===== src/rtl/led_pattern_gen_pkg.sv =====
// Shared definitions for the LED pattern engine: mode encoding and bounce
// direction values used by the top level and by the bench.
package led_pattern_gen_pkg;

  typedef enum logic [1:0] {
    MODE_ROTL   = 2'd0,
    MODE_ROTR   = 2'd1,
    MODE_BOUNCE = 2'd2,
    MODE_BLINK  = 2'd3
  } mode_e;

  // Bounce direction: UP walks toward the MSB, DN walks toward the LSB.
  localparam logic DIR_UP = 1'b0;
  localparam logic DIR_DN = 1'b1;

endpackage


===== src/rtl/led_pattern_gen_tick_gen.sv =====
// Prescaler: counts enabled clocks and raises a combinational step on the
// terminal count, so one step occurs every CNT_MAX+1 enabled clocks.
// en=0 freezes the count; clr restarts it from zero.
module tick_gen #(
  parameter int CNT_MAX = 25000000 - 1,
  parameter int CNT_W   = 25
) (
  input  logic clk,
  input  logic rst_n,
  input  logic en,
  input  logic clr,
  output logic step
);

  localparam logic [CNT_W-1:0] TERM = CNT_W'(CNT_MAX);

  logic [CNT_W-1:0] cnt;
  logic [CNT_W-1:0] cnt_nxt;

  // Step fires in the enabled cycle that sits on the terminal count.
  assign step = en && (cnt == TERM);

  // Next count: clear wins, then wrap at the terminal count, else increment.
  always_comb begin
    cnt_nxt = cnt;
    if (clr) begin
      cnt_nxt = '0;
    end else if (en) begin
      if (cnt == TERM) cnt_nxt = '0;
      else             cnt_nxt = cnt + CNT_W'(1);
    end
  end

  // Count register with asynchronous active-low reset.
  always_ff @(posedge clk or negedge rst_n) begin
    if (!rst_n) cnt <= '0;
    else        cnt <= cnt_nxt;
  end

endmodule


===== src/rtl/led_pattern_gen.sv =====
// LED pattern engine. A prescaler step advances an N_LED-wide pattern in one
// of four run-time modes (rotate-left, rotate-right, bounce, blink-all).
// The mode input is only looked at on a step; a change of mode costs one step
// for the entry action before the new mode starts moving the pattern.
module led_pattern_gen
  import led_pattern_gen_pkg::*;
#(
  parameter int N_LED   = 4,
  parameter int CNT_MAX = 25000000 - 1,
  parameter int CNT_W   = 25
) (
  input  logic             clk,
  input  logic             rst_n,
  input  logic             en,
  input  logic             clr,
  input  logic [1:0]       mode,
  output logic [N_LED-1:0] led,
  output logic             tick,
  output logic             dir
);

  localparam logic [N_LED-1:0] LED_INIT = {{(N_LED-1){1'b0}}, 1'b1};
  localparam logic [N_LED-1:0] LED_ALL  = {N_LED{1'b1}};

  logic             step;
  mode_e            mode_in;
  mode_e            mode_q;
  mode_e            mode_nxt;
  logic [N_LED-1:0] led_nxt;
  logic             dir_nxt;
  logic             tick_nxt;

  assign mode_in = mode_e'(mode);

  tick_gen #(
    .CNT_MAX (CNT_MAX),
    .CNT_W   (CNT_W)
  ) u_tick_gen (
    .clk   (clk),
    .rst_n (rst_n),
    .en    (en),
    .clr   (clr),
    .step  (step)
  );

  // Next pattern/direction/mode: clear first, then mode entry or mode step.
  always_comb begin
    led_nxt  = led;
    dir_nxt  = dir;
    mode_nxt = mode_q;
    tick_nxt = 1'b0;
    if (clr) begin
      led_nxt  = LED_INIT;
      dir_nxt  = DIR_UP;
      mode_nxt = MODE_ROTL;
    end else if (step) begin
      tick_nxt = 1'b1;
      if (mode_in != mode_q) begin
        // Entry step: only the entry action happens, no movement.
        mode_nxt = mode_in;
        if (mode_in == MODE_BLINK) begin
          led_nxt = LED_ALL;
        end else if (mode_q == MODE_BLINK) begin
          led_nxt = LED_INIT;
          dir_nxt = DIR_UP;
        end
      end else begin
        case (mode_q)
          MODE_ROTL: led_nxt = {led[N_LED-2:0], led[N_LED-1]};
          MODE_ROTR: led_nxt = {led[0], led[N_LED-1:1]};
          MODE_BOUNCE: begin
            // Reverse on the end LED itself, so the ends are not repeated.
            if (dir == DIR_UP && led[N_LED-1]) begin
              dir_nxt = DIR_DN;
              led_nxt = led >> 1;
            end else if (dir == DIR_DN && led[0]) begin
              dir_nxt = DIR_UP;
              led_nxt = led << 1;
            end else if (dir == DIR_UP) begin
              led_nxt = led << 1;
            end else begin
              led_nxt = led >> 1;
            end
          end
          MODE_BLINK: led_nxt = (led == LED_ALL) ? '0 : LED_ALL;
          default:    led_nxt = led;
        endcase
      end
    end
  end

  // Output and mode registers with asynchronous active-low reset.
  always_ff @(posedge clk or negedge rst_n) begin
    if (!rst_n) begin
      led    <= LED_INIT;
      dir    <= DIR_UP;
      tick   <= 1'b0;
      mode_q <= MODE_ROTL;
    end else begin
      led    <= led_nxt;
      dir    <= dir_nxt;
      tick   <= tick_nxt;
      mode_q <= mode_nxt;
    end
  end

endmodule


===== config.mk =====
export PLATFORM = sky130hd
export DESIGN_NAME = led_pattern_gen
export DESIGN_NICKNAME = d
export VERILOG_FILES = /design/src/rtl/led_pattern_gen_pkg.sv /design/src/rtl/led_pattern_gen_tick_gen.sv /design/src/rtl/led_pattern_gen.sv
export SDC_FILE = /design/constraint.sdc
export NUM_CORES = 1
export LEC_CHECK = 0
export ABC_AREA = 1
export CORE_ASPECT_RATIO = 0.5
export CORE_MARGIN = 2
export CORE_UTILIZATION = 35
export CTS_CLUSTER_DIAMETER = 30
export DETAILED_ROUTE_END_ITERATION = 10
export PLACE_DENSITY = 0.49
export SYNTH_ARGS = -nofsm -noshare
export SYNTH_HDL_FRONTEND = slang
export SYNTH_SLANG_ARGS = --single-unit

===== constraint.sdc =====
create_clock -name clk -period 1.4 [get_ports clk]
set_input_delay 0.14 -clock clk [delete_from_list [all_inputs] [get_ports clk]]
set_output_delay 0.14 -clock clk [all_outputs]
set_load 0.1 [all_outputs]

After elaboration in Yosys (flattened, before gate mapping)
Cells that the tools add are included.
{ "totals": {"elab_cells": 55, "output_inout_bits": 6, "inputBits": 6, "reg_bits": 33} }
{ "classes": {"addsub": 1, "reduce_logical": 12, "bitwise_logic": 1, "n_mux": 26, "eq_ne": 10} }
{ "op_table": {"columns": ["operator", "count"], "rows": [
  ["25-bit two-way mux", 3],
  ["4-bit two-way mux", 9],
  ["25-bit by 1-bit adder with 25-bit output (second input constant)", 1],
  ["25-bit == test (second input constant)", 1],
  ["4-bit one-hot mux with 4 select lines", 1],
  ["1-bit two-way mux", 10],
  ["2-bit == test (second input constant)", 3],
  ["2-bit two-way mux", 3],
  ["2-bit nonzero test", 3],
  ["5-bit AND reduction", 1],
  ["4-bit == test (second input constant)", 1],
  ["4-bit by 2-bit != test with 1-bit output (second input constant)", 1],
  ["2-bit AND reduction", 2],
  ["4-bit nonzero test", 1],
  ["1-bit logical AND", 3],
  ["3-bit by 2-bit != test with 1-bit output (second input constant)", 1],
  ["3-bit != test (second input constant)", 1],
  ["3-bit nonzero test", 1],
  ["2-bit by 1-bit == test with 1-bit output (second input constant)", 1],
  ["2-bit zero test", 1],
  ["2-bit != test", 1],
  ["1-bit NOT", 1]
]} }

Logic depth before layout (Yosys ltp)
{ "depth": {"ltp_word": 7, "depth_mapped": 10, "mapped_depth_nobuf": 10} }

By module
From an unflattened synthesis, not the netlist that was laid out.
{ "hier_totals": {"cells_unflattened": 330, "hier_area_um2": 2219.6} }
{ "by_module_without_submodules": {"columns": ["mod", "seq_area_each_um2", "cells_per_inst", "instances", "area_per_inst_um2"], "rows": [
  ["tick_gen", 625.6, 235, 1, 1599.0],
  ["led_pattern_gen", 201.4, 95, 1, 620.6]
]} }

Worst setup path after synthesis
OpenSTA, ideal clock, no wires.
{ "synth_path": {"path_type": "register to register", "from": "register led[3]", "to": "register dir", "setup_ns": 0.117, "stages_incl_launch_ff": 8, "synth_period_minus_slack_ns": 1.815, "arrival_ns": 1.698, "slack_ns": -0.415, "n_path_buf": 0, "cell_sequence": "dfrtp_1 -> inv_1 -> nand2_1 -> o211ai_1 -> o21ai_0 -> nand2_1 -> nand2_1 -> nand2_1"} }
{ "synth_between": {"elab_chain_cells": 6, "elab_cells_between_ends": 8, "cone_classes": "5 x mux; 3 x reduce/logical"} }
{ "synth_lines": {"columns": ["element", "line_no", "source"], "rows": [
  ["from (decl)", "led_pattern_gen.sv:17", "output logic [N_LED-1:0] led,"],
  ["from (signal assigned)", "led_pattern_gen.sv:100", "led <= led_nxt;"],
  ["1-bit logical AND (*)", "led_pattern_gen.sv:73", "if (dir == DIR_UP && led[N_LED-1]) begin"],
  ["1-bit two-way mux", "led_pattern_gen.sv:73", null],
  ["1-bit two-way mux", "led_pattern_gen.sv:68", "case (mode_q)"],
  ["1-bit two-way mux", "led_pattern_gen.sv:58", "if (mode_in != mode_q) begin"],
  ["1-bit two-way mux", "led_pattern_gen.sv:56", "end else if (step) begin"],
  ["1-bit two-way mux", "led_pattern_gen.sv:52", "if (clr) begin"],
  ["to (signal assigned)", "led_pattern_gen.sv:101", "dir <= dir_nxt;"],
  ["to (decl)", "led_pattern_gen.sv:19", "output logic dir"]
]} }
Mark *: on every way between the ends. The rest lies on a longest branch, timed or not. The select of a mux whose other input is x is not followed.
A chain may end at the register's enable or synchronous reset.

Worst setup path after layout
{ "layout_path": {"from": "register u_tick_gen.cnt[1]", "to": "register u_tick_gen.cnt[22]"} }
{ "layout_between": {"elab_chain_cells": 4, "elab_cells_between_ends": 5, "cone_classes": "1 x add/sub; 1 x eq/ne; 3 x mux"} }
{ "layout_lines": {"columns": ["element", "line_no", "source"], "rows": [
  ["from (decl)", "led_pattern_gen_tick_gen.sv:17", "logic [CNT_W-1:0] cnt;"],
  ["from (signal assigned)", "led_pattern_gen_tick_gen.sv:37", "else cnt <= cnt_nxt;"],
  ["25-bit by 1-bit adder with 25-bit output or 25-bit == test (tied branches)", "led_pattern_gen_tick_gen.sv:30, led_pattern_gen_tick_gen.sv:29", null],
  ["25-bit two-way mux (*)", "led_pattern_gen_tick_gen.sv:29", "if (cnt == TERM) cnt_nxt = '0;"],
  ["25-bit two-way mux (*)", "led_pattern_gen_tick_gen.sv:28", "end else if (en) begin"],
  ["25-bit two-way mux (*)", "led_pattern_gen_tick_gen.sv:26", "if (clr) begin"]
]} }
Marked as above.

==> results.toml <==
[status]
status = "finished, violations left"
failed_checks = "setup timing"

[die]
io_pins = 12
fp-row-count = 21
die_height_um = 62.2
die-area_sq_um = 7500
die_width_um = 120
start_util_pct = 35.9
core-area_sq_um = 6620

[drt]
drt_iter0_drc = 116
viasPerCell = 4.78
routed_wl_um = 7320
via_count = 2613
wl_per_cell_um = 13.4
first_pass_iters = 4
drc = 0
antenna_left = 0

[clock_tree]
clock_sinks = 33
cts-root-buf = "clkbuf_16"
clock_latency_ps = 280
cts_tree = "done"
cts_max_level = 2
clk_pin_slew_ps = 50
clock_path_buffers = 2
cts_made_buffers = 5

[synthesis]
ys_types = 28
synth_top_area_share_pct = 33.7
yosys.area.top_type = "dfrtp_1"
synth_edf_count = 0
ys_ff_latch = 33
synthCells = 365
synth-async-reset-ratio_pct = 100
ys_seq_area_share_pct = 34.8
syn_area_sq_um = 2370
synth_most_common_cell = "nand2_1"
synth.area.top_cells = "dfrtp_1, nand2_1, nor2_1"
ys_top_cells_by_count = "nand2_1, nor2_1, inv_1"
yosys_warnings = 0
synth_ff_type = "dfrtp_1"
syn-num-nets = 372
syn_area_per_cell_sq_um = 6.51

[worst_setup_path]
crit_required_ps = 1570
reg2regPathDepth = 10
cp-start-kind = "flip-flop"
cp-end-kind = "flip-flop"
worstPathMaxFanout = 6
cp.arrival_ps = 1690
path_class = "reg -> reg"

[layout]
finalCoreUtilization_pct = 54.1
fillers = 660
stdcell_count = 547
diodes = 0
final_nets = 461
syn2layout_area_growth_pct = 50.9
drive_gt1_share_pct = 33.0

[power]
ir_worst_vdd_mv = 0.426
switchingPower_uw = 697
p_leak_uw = 0.00165
power.total_uw = 2490
clockPowerShare_pct = 42.9
power_frac_seq_pct = 40.6
power_density_nw_per_um2 = 694
switching_share_pct = 28.0
p_comb_share_pct = 16.5
intPower_uw = 1790

[timing]
fmax_mhz = 659
holdWs_ps = 219
period_share_pct = 108
rsz0062_at_grt = "yes"
maxSlewHeadroom_pct = 70.6
setup_viol = 29
skew_ps = 3.27
maxSlewViolCount = 0
post-route-min-period_ps = 1520
hold_viol = 0
tightest_slew_ps = 441
setup_slack_ps = -117

[placement]
dpl.hpwl_um = 5440
place_inst = 534
place_ws_ps = -241
numPortBuffers = 11
gp_congestion = 0.951

[global_routing]
overflow = 0
grt_usage_pct = 21.9
grt_pass1_vias = 2734
antenna_found_initial = 0
grt_pass1_wl_um = 12900
grt_max_degree = 19

[hold_path]
hold_class = "in -> reg"
hold-path-cell-count = 2

[run]
maxCapViolCount = 0
-- power by group through the flow --
stage          logic (uW)  clock network, uW  registers, uW
6_report              411               1070           1010
5_1_grt               453               1130           1010
4_1_cts               404               1090           1010
3_5_place_dp          368                  0           1020
3_3_place_gp          365                  0           1020
2_1_floorplan         167                  0           1050
-- worst max-delay path: stages, from the launching register on --
cell	delay [ps]
dfrtp_1	390
ha_4	160
nand2_4	60
nor2_8	140
nand2_2	80
nor2_4	160
nand3_2	100
nand2_4	110
nand2_4	80
nand2_1	70
nor2_1	40
-- logic make-up after synthesis --
kind of cell / count (synthesis) / share of synthesized area, %
flops: 33 / 34.8
xor+xnor: 8 / 2.95
compound gates: 23 / 5.37
fa+ha+maj: 1 / 0.527
buf+inv: 54 / 9.33
simple gates: 246 / 47.0
-- final timing paths --
path	start	endpoint	slack, ps
worst max-delay path	u_tick_gen.cnt[1]$_DFFE_PN0P_	u_tick_gen.cnt[22]$_DFFE_PN0P_	-120
worst min-delay path	clr	tick$_DFF_PN0_	220
worst max register to register	u_tick_gen.cnt[1]$_DFFE_PN0P_	u_tick_gen.cnt[22]$_DFFE_PN0P_	-120
worst min register to register	mode_q[0]$_DFFE_PN0P_	mode_q[0]$_DFFE_PN0P_	530
max in group asynchronous	rst_n	dir$_DFFE_PN0P_	600
min in group asynchronous	rst_n	u_tick_gen.cnt[20]$_DFFE_PN0P_	340
-- sequential cells by signal (all words and copies together), names as in the netlist --
register,flops
u_tick_gen.cnt,25
led,4
mode_q,2
dir,1
tick,1
-- metal layers --
metal	vias up	track usage (%)	routed length, um
met2	58	36.2	3360
met5	-	0	0
met1	1199	29.1	3490
met4	0	5.52	102
li1	1343	-	-
met3	13	5.06	366
-- cell usage in the layout, fill, tap and decap left out, drive strengths merged --
master | synthesis | final
xor2 | 6 | 6
dlymetal6s2s | 0 | 1
o21bai | 1 | 1
nand4 | 12 | 12
buf | 7 | 82
clkbuf | 0 | 6
nand2 | 108 | 110
nor4 | 1 | 1
nor2 | 72 | 72
a31oi | 1 | 1
inv | 47 | 47
ha | 1 | 1
dfrtp | 32 | 32
nand3 | 39 | 39
a21oi | 9 | 9
dlygate4sd3 | 0 | 1
dfstp | 1 | 1
clkdlybuf4s50 | 0 | 3
clkinv | 0 | 2
o21ai | 8 | 8
xnor2 | 2 | 2
o22ai | 1 | 1
nor3 | 14 | 14
o211ai | 3 | 3
-- repair_timing --
action                     4_1_cts  5_1_grt
hold endpoints to repair        15        0
resized for setup               35       12
pin swaps                       10        4
setup endpoints to repair       30       32
setup buffers                    1        1
cloned                           2        0
hold buffers                     1        0
-- cell type report --
class | instances | area (sq um) | share of cell area [%]
Multi-Input combinational cell | 280 | 1550 | 43.3
Sequential cell | 33 | 840 | 23.4
Timing Repair Buffer | 87 | 761 | 21.2
Inverter | 47 | 176 | 4.92
Clock buffer | 6 | 129 | 3.60
Tap cell | 92 | 115 | 3.21
Clock inverter | 2 | 10.0 | 0.279
-- per-stage QoR --
step	cell area, sq um	setup TNS, ps
2_1_floorplan	2400	-1200
3_3_place_gp	3200	-4260
3_5_place_dp	3200	-5540
4_1_cts	3530	-2870
6_report	3580	-2610
5_1_grt	3580	-5850
Note: power is estimated with default switching activity, not from simulation.
